### src/rtl/branch_pkg.sv
// Shared types and constants for the branch condition unit.
// Holds the request type enum, the condition codes and the NZCV bit positions.
package branch_pkg;

  typedef enum logic [1:0] {
    BR_B    = 2'b00,
    BR_CBZ  = 2'b01,
    BR_CBNZ = 2'b10,
    BR_COND = 2'b11
  } br_type_e;

  localparam logic [3:0] COND_EQ = 4'b0000;
  localparam logic [3:0] COND_NE = 4'b0001;
  localparam logic [3:0] COND_HS = 4'b0010;
  localparam logic [3:0] COND_LO = 4'b0011;
  localparam logic [3:0] COND_MI = 4'b0100;
  localparam logic [3:0] COND_PL = 4'b0101;
  localparam logic [3:0] COND_VS = 4'b0110;
  localparam logic [3:0] COND_VC = 4'b0111;
  localparam logic [3:0] COND_HI = 4'b1000;
  localparam logic [3:0] COND_LS = 4'b1001;
  localparam logic [3:0] COND_GE = 4'b1010;
  localparam logic [3:0] COND_LT = 4'b1011;
  localparam logic [3:0] COND_GT = 4'b1100;
  localparam logic [3:0] COND_LE = 4'b1101;
  localparam logic [3:0] COND_AL = 4'b1110;
  localparam logic [3:0] COND_NV = 4'b1111;

  localparam int N_IDX = 3;
  localparam int Z_IDX = 2;
  localparam int C_IDX = 1;
  localparam int V_IDX = 0;

endpackage

### src/rtl/cond_eval.sv
// Combinational condition-code evaluator: decides whether cond passes for
// the given NZCV flags.
module cond_eval
  import branch_pkg::*;
(
  input  logic [3:0] cond,
  input  logic [3:0] nzcv,
  output logic       pass
);

  logic n_s, z_s, c_s, v_s;

  assign n_s = nzcv[N_IDX];
  assign z_s = nzcv[Z_IDX];
  assign c_s = nzcv[C_IDX];
  assign v_s = nzcv[V_IDX];

  // condition decode table; AL and NV both pass unconditionally
  always_comb begin
    pass = 1'b0;
    case (cond)
      COND_EQ: pass = z_s;
      COND_NE: pass = ~z_s;
      COND_HS: pass = c_s;
      COND_LO: pass = ~c_s;
      COND_MI: pass = n_s;
      COND_PL: pass = ~n_s;
      COND_VS: pass = v_s;
      COND_VC: pass = ~v_s;
      COND_HI: pass = c_s & ~z_s;
      COND_LS: pass = ~(c_s & ~z_s);
      COND_GE: pass = (n_s == v_s);
      COND_LT: pass = (n_s != v_s);
      COND_GT: pass = ~z_s & (n_s == v_s);
      COND_LE: pass = ~(~z_s & (n_s == v_s));
      COND_AL: pass = 1'b1;
      COND_NV: pass = 1'b1;
      default: pass = 1'b0;
    endcase
  end

endmodule

### src/rtl/branch_cond_unit.sv
// Branch resolution unit: one-cycle branch decision for B/CBZ/CBNZ/B.cond,
// NZCV flag register with optional same-cycle forwarding, and statistics.
module branch_cond_unit
  import branch_pkg::*;
#(
  parameter int FWD_EN = 1,
  parameter int CNT_W  = 16
) (
  input  logic             clk,
  input  logic             reset,
  input  logic             set_flags,
  input  logic [3:0]       flag_in,
  input  logic             req_valid,
  input  logic [1:0]       req_type,
  input  logic [3:0]       cond,
  input  logic             reg_zero,
  input  logic             flush,
  output logic             resp_valid,
  output logic             take,
  output logic [3:0]       flags,
  output logic [CNT_W-1:0] branch_cnt,
  output logic [CNT_W-1:0] taken_cnt
);

  logic [3:0] flags_used_s;
  logic       cond_pass_s;
  logic       decision_s;
  logic       accept_s;

  // forward a same-cycle flag write to B.cond when enabled
  always_comb begin
    flags_used_s = flags;
    if ((FWD_EN != 0) && set_flags) begin
      flags_used_s = flag_in;
    end else begin
      flags_used_s = flags;
    end
  end

  cond_eval u_cond_eval (
    .cond (cond),
    .nzcv (flags_used_s),
    .pass (cond_pass_s)
  );

  // branch decision by request type
  always_comb begin
    decision_s = 1'b0;
    case (br_type_e'(req_type))
      BR_B:    decision_s = 1'b1;
      BR_CBZ:  decision_s = reg_zero;
      BR_CBNZ: decision_s = ~reg_zero;
      BR_COND: decision_s = cond_pass_s;
      default: decision_s = 1'b0;
    endcase
  end

  assign accept_s = req_valid & ~flush;

  // response, flag register and statistics counters
  always_ff @(posedge clk or posedge reset) begin
    if (reset) begin
      resp_valid <= 1'b0;
      take       <= 1'b0;
      flags      <= 4'b0000;
      branch_cnt <= {CNT_W{1'b0}};
      taken_cnt  <= {CNT_W{1'b0}};
    end else begin
      resp_valid <= accept_s;
      take       <= accept_s & decision_s;
      // flush cancels only the request, never the flag write
      if (set_flags) begin
        flags <= flag_in;
      end
      if (accept_s) begin
        branch_cnt <= branch_cnt + {{(CNT_W-1){1'b0}}, 1'b1};
      end
      if (accept_s && decision_s) begin
        taken_cnt <= taken_cnt + {{(CNT_W-1){1'b0}}, 1'b1};
      end
    end
  end

endmodule

### config.mk
export PLATFORM = sky130hd
export DESIGN_NAME = branch_cond_unit
export DESIGN_NICKNAME = d
export VERILOG_FILES = /design/src/rtl/branch_pkg.sv /design/src/rtl/cond_eval.sv /design/src/rtl/branch_cond_unit.sv
export SDC_FILE = /design/constraint.sdc
export NUM_CORES = 1
export LEC_CHECK = 0
export BUFFER_PORTS_ARGS = -buffer_cell sky130_fd_sc_hd__clkbuf_2
export CAP_MARGIN = 15
export CORE_MARGIN = 4
export CORE_UTILIZATION = 50
export CTS_BUF_LIST = sky130_fd_sc_hd__clkbuf_8
export CTS_CLUSTER_SIZE = 14
export DETAILED_ROUTE_END_ITERATION = 10
export PLACE_DENSITY = 0.82
export SLEW_MARGIN = 20
export SYNTH_ARGS = -nofsm -noshare
export SYNTH_HDL_FRONTEND = slang
export SYNTH_HIERARCHICAL = 1
export SYNTH_SLANG_ARGS = --single-unit
### constraint.sdc
create_clock -name clk -period 4.2 [get_ports clk]
set_clock_uncertainty 0.1 [all_clocks]
set_input_delay 1.26 -clock clk [delete_from_list [all_inputs] [get_ports clk]]
set_output_delay 1.26 -clock clk [all_outputs]
set_load 0.02 [all_outputs]
# ---- Word level (Yosys, flattened, before mapping)
# Cells that the tools add are included.
dict set report word_totals {
  rom_bits 0
  regBits 38
  latch_bits 0
  mem_count 0
  ram_bits 0
  elab_cells 46
  out_inout_bits 38
  in_bits 16
}
dict set report classes {
  n_bitwise 12
  div_mod_pow 0
  magnitude_cmp 0
  reduce_logical 4
  multipliers 0
  eq_ne 20
  addsub 2
  shift 0
  mux 3
}
# op n
set op_table {}
lappend op_table {{$add A16 B1 Y16 const B} 2}
lappend op_table {{$eq A4 B4 Y1 const B} 8}
lappend op_table {{$eq A4 B3 Y1 const B} 4}
lappend op_table {{$pmux W1 S15} 1}
lappend op_table {{$eq A4 B2 Y1 const B} 2}
lappend op_table {{$not A1 Y1} 8}
lappend op_table {{$and A1 B1 Y1} 4}
lappend op_table {{$eq A2 B2 Y1 const B} 2}
lappend op_table {{$eq A4 B1 Y1 const B} 1}
lappend op_table {{$logic_not A4 Y1} 1}
lappend op_table {{$mux W4} 1}
lappend op_table {{$pmux W1 S4} 1}
lappend op_table {{$eq A2 B1 Y1 const B} 1}
lappend op_table {{$logic_not A2 Y1} 1}
lappend op_table {{$reduce_or A2 Y1} 1}
lappend op_table {{$eq A1 B1 Y1} 1}
lappend op_table {{$logic_and A1 B1 Y1} 1}
lappend op_table {{$ne A1 B1 Y1} 1}

# ---- Logic depth before layout (Yosys ltp)
dict set report depth {
  ltp_word 7
  mapped_depth 11
  ltp_nobuf 10
}

# ---- Hierarchy
# Netlist, hierarchy kept.
# module cells_per_inst instances seq_area_each_um2 area_per_inst_um2
set modules_own_cells {}
lappend modules_own_cells {branch_cond_unit 140 1 950.9 1699.1}
lappend modules_own_cells {cond_eval 30 1 0.0 185.2}

# ---- Worst setup path after synthesis
# No wires, ideal clock.
dict set report synth_timing {
  path_type {input to register}
  startpoint {in set_flags}
  endpoint {reg taken_cnt[1]}
  setup_ps 128
  arrival_time_ps 3196
  cell_stages 10
  n_path_buf 1
  slack_ps 777
  t_required_ps 3972
  cell_sequence {mux2_1 > xor2_1 > or3_2 > a21oi_1 > a31oi_1 > o2111ai_1 > and3_1 > o21a_1 > buf_2 > mux2_1}
}
dict set report synth_between {
  elab_chain_cells 7
  elab_cells_between_ends 14
  cone_classes {2 x eq/ne; 3 x mux; 8 x bitwise; 1 x reduce/logical}
}
# element line_no
set synth_lines {}
lappend synth_lines {{start: declaration} branch_cond_unit.sv:11} ;# input logic set_flags,
lappend synth_lines {{$mux W4 *} --}
lappend synth_lines {{$eq A1 B1 Y1 or $not A1 Y1 (tied branches)} --}
lappend synth_lines {{$and A1 B1 Y1, on equally long branches} --}
lappend synth_lines {{$not A1 Y1, on equally long branches} {cond_eval.sv:35, cond_eval.sv:31}}
lappend synth_lines {{$pmux W1 S15 *} cond_eval.sv:21} ;# case (cond)
lappend synth_lines {{net cond_pass_s} branch_cond_unit.sv:26} ;# logic cond_pass_s;
lappend synth_lines {{$pmux W1 S4 *} branch_cond_unit.sv:49} ;# case (br_type_e'(req_type))
lappend synth_lines {{$logic_and A1 B1 Y1 *} branch_cond_unit.sv:78} ;# if (accept_s && decision_s) begin
lappend synth_lines {{end signal: assignment} branch_cond_unit.sv:67} ;# taken_cnt <= {CNT_W{1'b0}};
lappend synth_lines {{end signal: assignment} branch_cond_unit.sv:79} ;# taken_cnt <= taken_cnt + {{(CNT_W-1){1'b0}}, 1'b1};
lappend synth_lines {{end: declaration} branch_cond_unit.sv:22} ;# output logic [CNT_W-1:0] taken_cnt
# The timed path passes the listed nets; every way through them passes the cells marked *.
# A chain may end at the register's enable or synchronous reset.

# ---- Worst setup path after layout
dict set report layout_timing {
  startpoint {in set_flags}
  endpoint {reg taken_cnt[4]}
}
dict set report layout_between {
  elab_chain_cells 7
  elab_cells_between_ends 14
  cone_classes {2 x eq/ne; 3 x mux; 8 x bitwise; 1 x reduce/logical}
}
# element line_no
set layout_lines {}
lappend layout_lines {{$mux W4 *} --}
lappend layout_lines {{net flags_used_s[3]} branch_cond_unit.sv:25} ;# logic [3:0] flags_used_s;
lappend layout_lines {{$eq A1 B1 Y1} {cond_eval.sv:32, cond_eval.sv:34, cond_eval.sv:35}}
lappend layout_lines {{$and A1 B1 Y1} {cond_eval.sv:34, cond_eval.sv:35}}
lappend layout_lines {{$not A1 Y1} cond_eval.sv:35} ;# COND_LE: pass = ~(~z_s & (n_s == v_s));
lappend layout_lines {{$pmux W1 S15 *} cond_eval.sv:21}
lappend layout_lines {{net cond_pass_s} branch_cond_unit.sv:26}
lappend layout_lines {{$pmux W1 S4 *} branch_cond_unit.sv:49}
lappend layout_lines {{$logic_and A1 B1 Y1 *} branch_cond_unit.sv:78}
# Marked as above.

==> metrics.yaml <==
antenna_violating_nets_post_route: 0
layout.filler_cells: 301
grt_antenna_before_repair: 0
finish.cell_count_without_fillers: 278
die_extent_in_y_um: 69.4
cts_repair_resizes: 0
detailedRoute.firstPassIterationCount: 4
critPathRequiredTime_ns: 4.32
synthesis.yosys.warnings: 6
chipWidth_um: 69.4
timing.critical_path.from_type: "primary input"
areaGrowthSynthToFinish_pct: 22.8
final_layout_size_suffix_gt1_share_pct: 32.2
grt_pass1_vias: 1450
timing.critical_path.to_type: "flip-flop"
vias_per_cell: 5.20
ctsHtreeMaxLevel: 2
synth.avg_cell_area_sq_um: 11.1
synth_simple_gate_area_share_pct: 22.5
gr_met1_demand_resource_pct: 22.5
synth_largest_type_area_fraction_pct: 50.5
floorplan.initialDensity_pct: 51.5
grt_busiest_layer: "met2"
yosysTopAreaCell: "sky130_fd_sc_hd__dfrtp_1"
met2_layer_usage_reported_by_global_route_pct: 27.4
period_utilisation_layout_pct: 83.0
crit_path_max_fanout: 7
tritoncts_clock_tree: "built"
placement.io_buffers: 53
wl_per_cell_um: 13.9
synth_most_common_cell: "sky130_fd_sc_hd__dfrtp_1"
crit_arrival_ns: 3.60
endpoint: "taken_cnt[4]"
regToRegStartpoint: "flags[3]"
report.final.hold_viol_count: 0
pre_cts_ws_ns: 0.408
slew_violations: 0
grt_first_pass_wirelength_mm: 6.74
gp_routability_congestion: 0.841
top_ff_cell_synth: "sky130_fd_sc_hd__dfrtp_1"
synth.ff_latch_count: 38
global_route.usage.met3_pct: 5.65
synth_cell_type_count: 40
detailed_place_hpwl_mm: 2.91
synth-seq-area-share_pct: 50.5
rsz0062_at_grt: "no"
timing.critical_path.from: "set_flags"
diodes: 0
final_nets: 247
globalRouteOverflowTotal: 0
synth.area.top_cells: "sky130_fd_sc_hd__dfrtp_1, sky130_fd_sc_hd__xnor2_1, sky130_fd_sc_hd__xor2_1, sky130_fd_sc_hd__nor4_2, sky130_fd_sc_hd__nand2_1"
max_cap_violations: 0
mappedNetlistArea_sq_mm: 0.00188
final.min_clock_period_ns: 3.49
routed-via-count: 1446
detailedRoute.firstIterationViolations: 65
cts_buffers: 5
leakagePower_uw: 0.00116
netlist_top_cells_count: "sky130_fd_sc_hd__dfrtp_1, sky130_fd_sc_hd__xnor2_1, sky130_fd_sc_hd__nand2_1"
maxClockFrequency_mhz: 287
synth-edff-count: 0
cellPowerDensity_mw_per_mm2: 455
worst_ir_drop_on_vdd_mv: 0.283
synth_compound_gate_area_share_pct: 5.18
tns_ns: 0
outcome: "complete, no violations"
boundaryPins: 54
post_synth_xor_area_fraction_pct: 14.9
global_route.usage.total_pct: 17.4
worstSetupPathType: "in -> reg"
fp.coreArea_sq_mm: 0.00366
slew-limit-headroom_pct: 55.7
drc_errors: 0
worstMarginPinSlew_ns: 0.664
clk_pin_slew_worst_paths_ns: 0.07
r2r_setup_slack_ns: 1.50
synthesis.nets: 188
fp-row-count: 22
yosys-mux-area-fraction_pct: 3.52
numPlacedInstances: 270
number_of_hold_buffers_added_after_cts: 0
hold_path.class: "reg -> reg"
clk_path_buf_depth: 2
timing.rr.end: "taken_cnt[4]"
grt_start_max_net_pins: 22
setup_ws_ns: 0.713
design.die.area_sq_mm: 0.00481
main_combinational_cell_family_by_area_after_synthesis: "simple AND/OR/NAND/NOR gates"
clk_root_buffer_cell: "sky130_fd_sc_hd__clkbuf_8"
syn_inst: 170
clock_sinks: 38
postCtsSetupBuffers: 0
wirelength_mm: 3.86
synth_async_sr_flop_share_pct: 100
reg2regPathDepth: 10
synth_adder_area_share_pct: 1.33
setup-violations-final: 0
skew_pair_late_insertion_delay_ns: 0.29
## power by group
part,leakage [uW],internal (uW),switching (uW)
logic,0.000612,101,157
clock network,0.0000607,173,126
registers,0.000487,422,74.6
## worst max-delay path, stage by stage
cell and delay (ns):
sky130_fd_sc_hd__clkbuf_2 0.13, sky130_fd_sc_hd__mux2_1 0.42, sky130_fd_sc_hd__xor2_1 0.20, sky130_fd_sc_hd__or3_2 0.41
sky130_fd_sc_hd__a21oi_1 0.13, sky130_fd_sc_hd__a31oi_1 0.06, sky130_fd_sc_hd__o2111ai_1 0.10, sky130_fd_sc_hd__and3_1 0.23
sky130_fd_sc_hd__o21a_1 0.27, sky130_fd_sc_hd__and4_1 0.24, sky130_fd_sc_hd__xor2_1 0.15
## per-layer routing
metal | up-vias | routed length [um]
met1 | 683 | 1720
met4 | 0 | 69
met2 | 44 | 1840
li1 | 711 | -
met5 | - | 0
met3 | 8 | 238
## cell usage in the layout, fill, tap and decap left out, types with 2 or more instances in the layout
cell | synthesis | layout
sky130_fd_sc_hd__o2111ai_1 | 2 | 2
sky130_fd_sc_hd__nor4_2 | 5 | 5
sky130_fd_sc_hd__inv_1 | 6 | 8
sky130_fd_sc_hd__nor2_1 | 8 | 8
sky130_fd_sc_hd__xnor2_1 | 19 | 19
sky130_fd_sc_hd__nand4_1 | 9 | 9
sky130_fd_sc_hd__nand2b_1 | 2 | 2
sky130_fd_sc_hd__mux2_1 | 5 | 5
sky130_fd_sc_hd__a31oi_1 | 2 | 2
sky130_fd_sc_hd__clkbuf_8 | 0 | 5
sky130_fd_sc_hd__dfrtp_1 | 38 | 38
sky130_fd_sc_hd__ha_1 | 2 | 2
sky130_fd_sc_hd__o21ai_0 | 3 | 3
sky130_fd_sc_hd__a21oi_1 | 2 | 2
sky130_fd_sc_hd__nand2_1 | 16 | 16
sky130_fd_sc_hd__xor2_1 | 13 | 13
sky130_fd_sc_hd__nor3_1 | 4 | 4
sky130_fd_sc_hd__nand3_1 | 7 | 7
sky130_fd_sc_hd__and4_1 | 2 | 2
sky130_fd_sc_hd__inv_2 | 2 | 2
sky130_fd_sc_hd__clkbuf_2 | 1 | 53
sky130_fd_sc_hd__and3_1 | 3 | 3
## layout make-up
class	count	area, sq um	share of cell area, %
Clock buffer	5	68.8	2.97
Clock inverter	3	37.5	1.62
Inverter	8	30.0	1.30
Multi-Input combinational cell	122	893	38.6
Sequential cell	38	951	41.1
Tap cell	48	60.1	2.60
Timing Repair Buffer	54	273	11.8
## through the flow
step	util (%)	hold slack (ns)	cell area, sq um	total power (uW)
2_1_floorplan	-	0.478	1880	659
3_3_place_gp	60.3	0.357	2210	755
3_5_place_dp	60.3	0.365	2210	760
4_1_cts	63.2	0.378	2310	1060
5_1_grt	63.2	0.387	2310	1110
6_report	63.2	0.374	2310	1050
## flip-flops by register name (all words and copies together) (netlist names)
signal / count
branch_cnt: 16
taken_cnt: 16
flags: 4
resp_valid: 1
take: 1
## worst min-delay path by stage
stage | start | endpoint | cells after the start
after floorplan | branch_cnt[15] | branch_cnt[15] | 1
after global placement | branch_cnt[15] | branch_cnt[15] | 1
after detailed placement | branch_cnt[15] | branch_cnt[15] | 1
after CTS | branch_cnt[15] | branch_cnt[15] | 1
after global routing | branch_cnt[15] | branch_cnt[15] | 1
final | branch_cnt[15] | branch_cnt[15] | 1
## kinds of logic (layout without fill, tap and decap cells)
logic type,after synthesis,count (layout)
simple gates,68,68
compound gates,14,14
fa+ha+maj,2,2
xor+xnor,32,32
mux,6,6
flops,38,38
buf+inv,10,70
(Power assumes the default switching activity.)
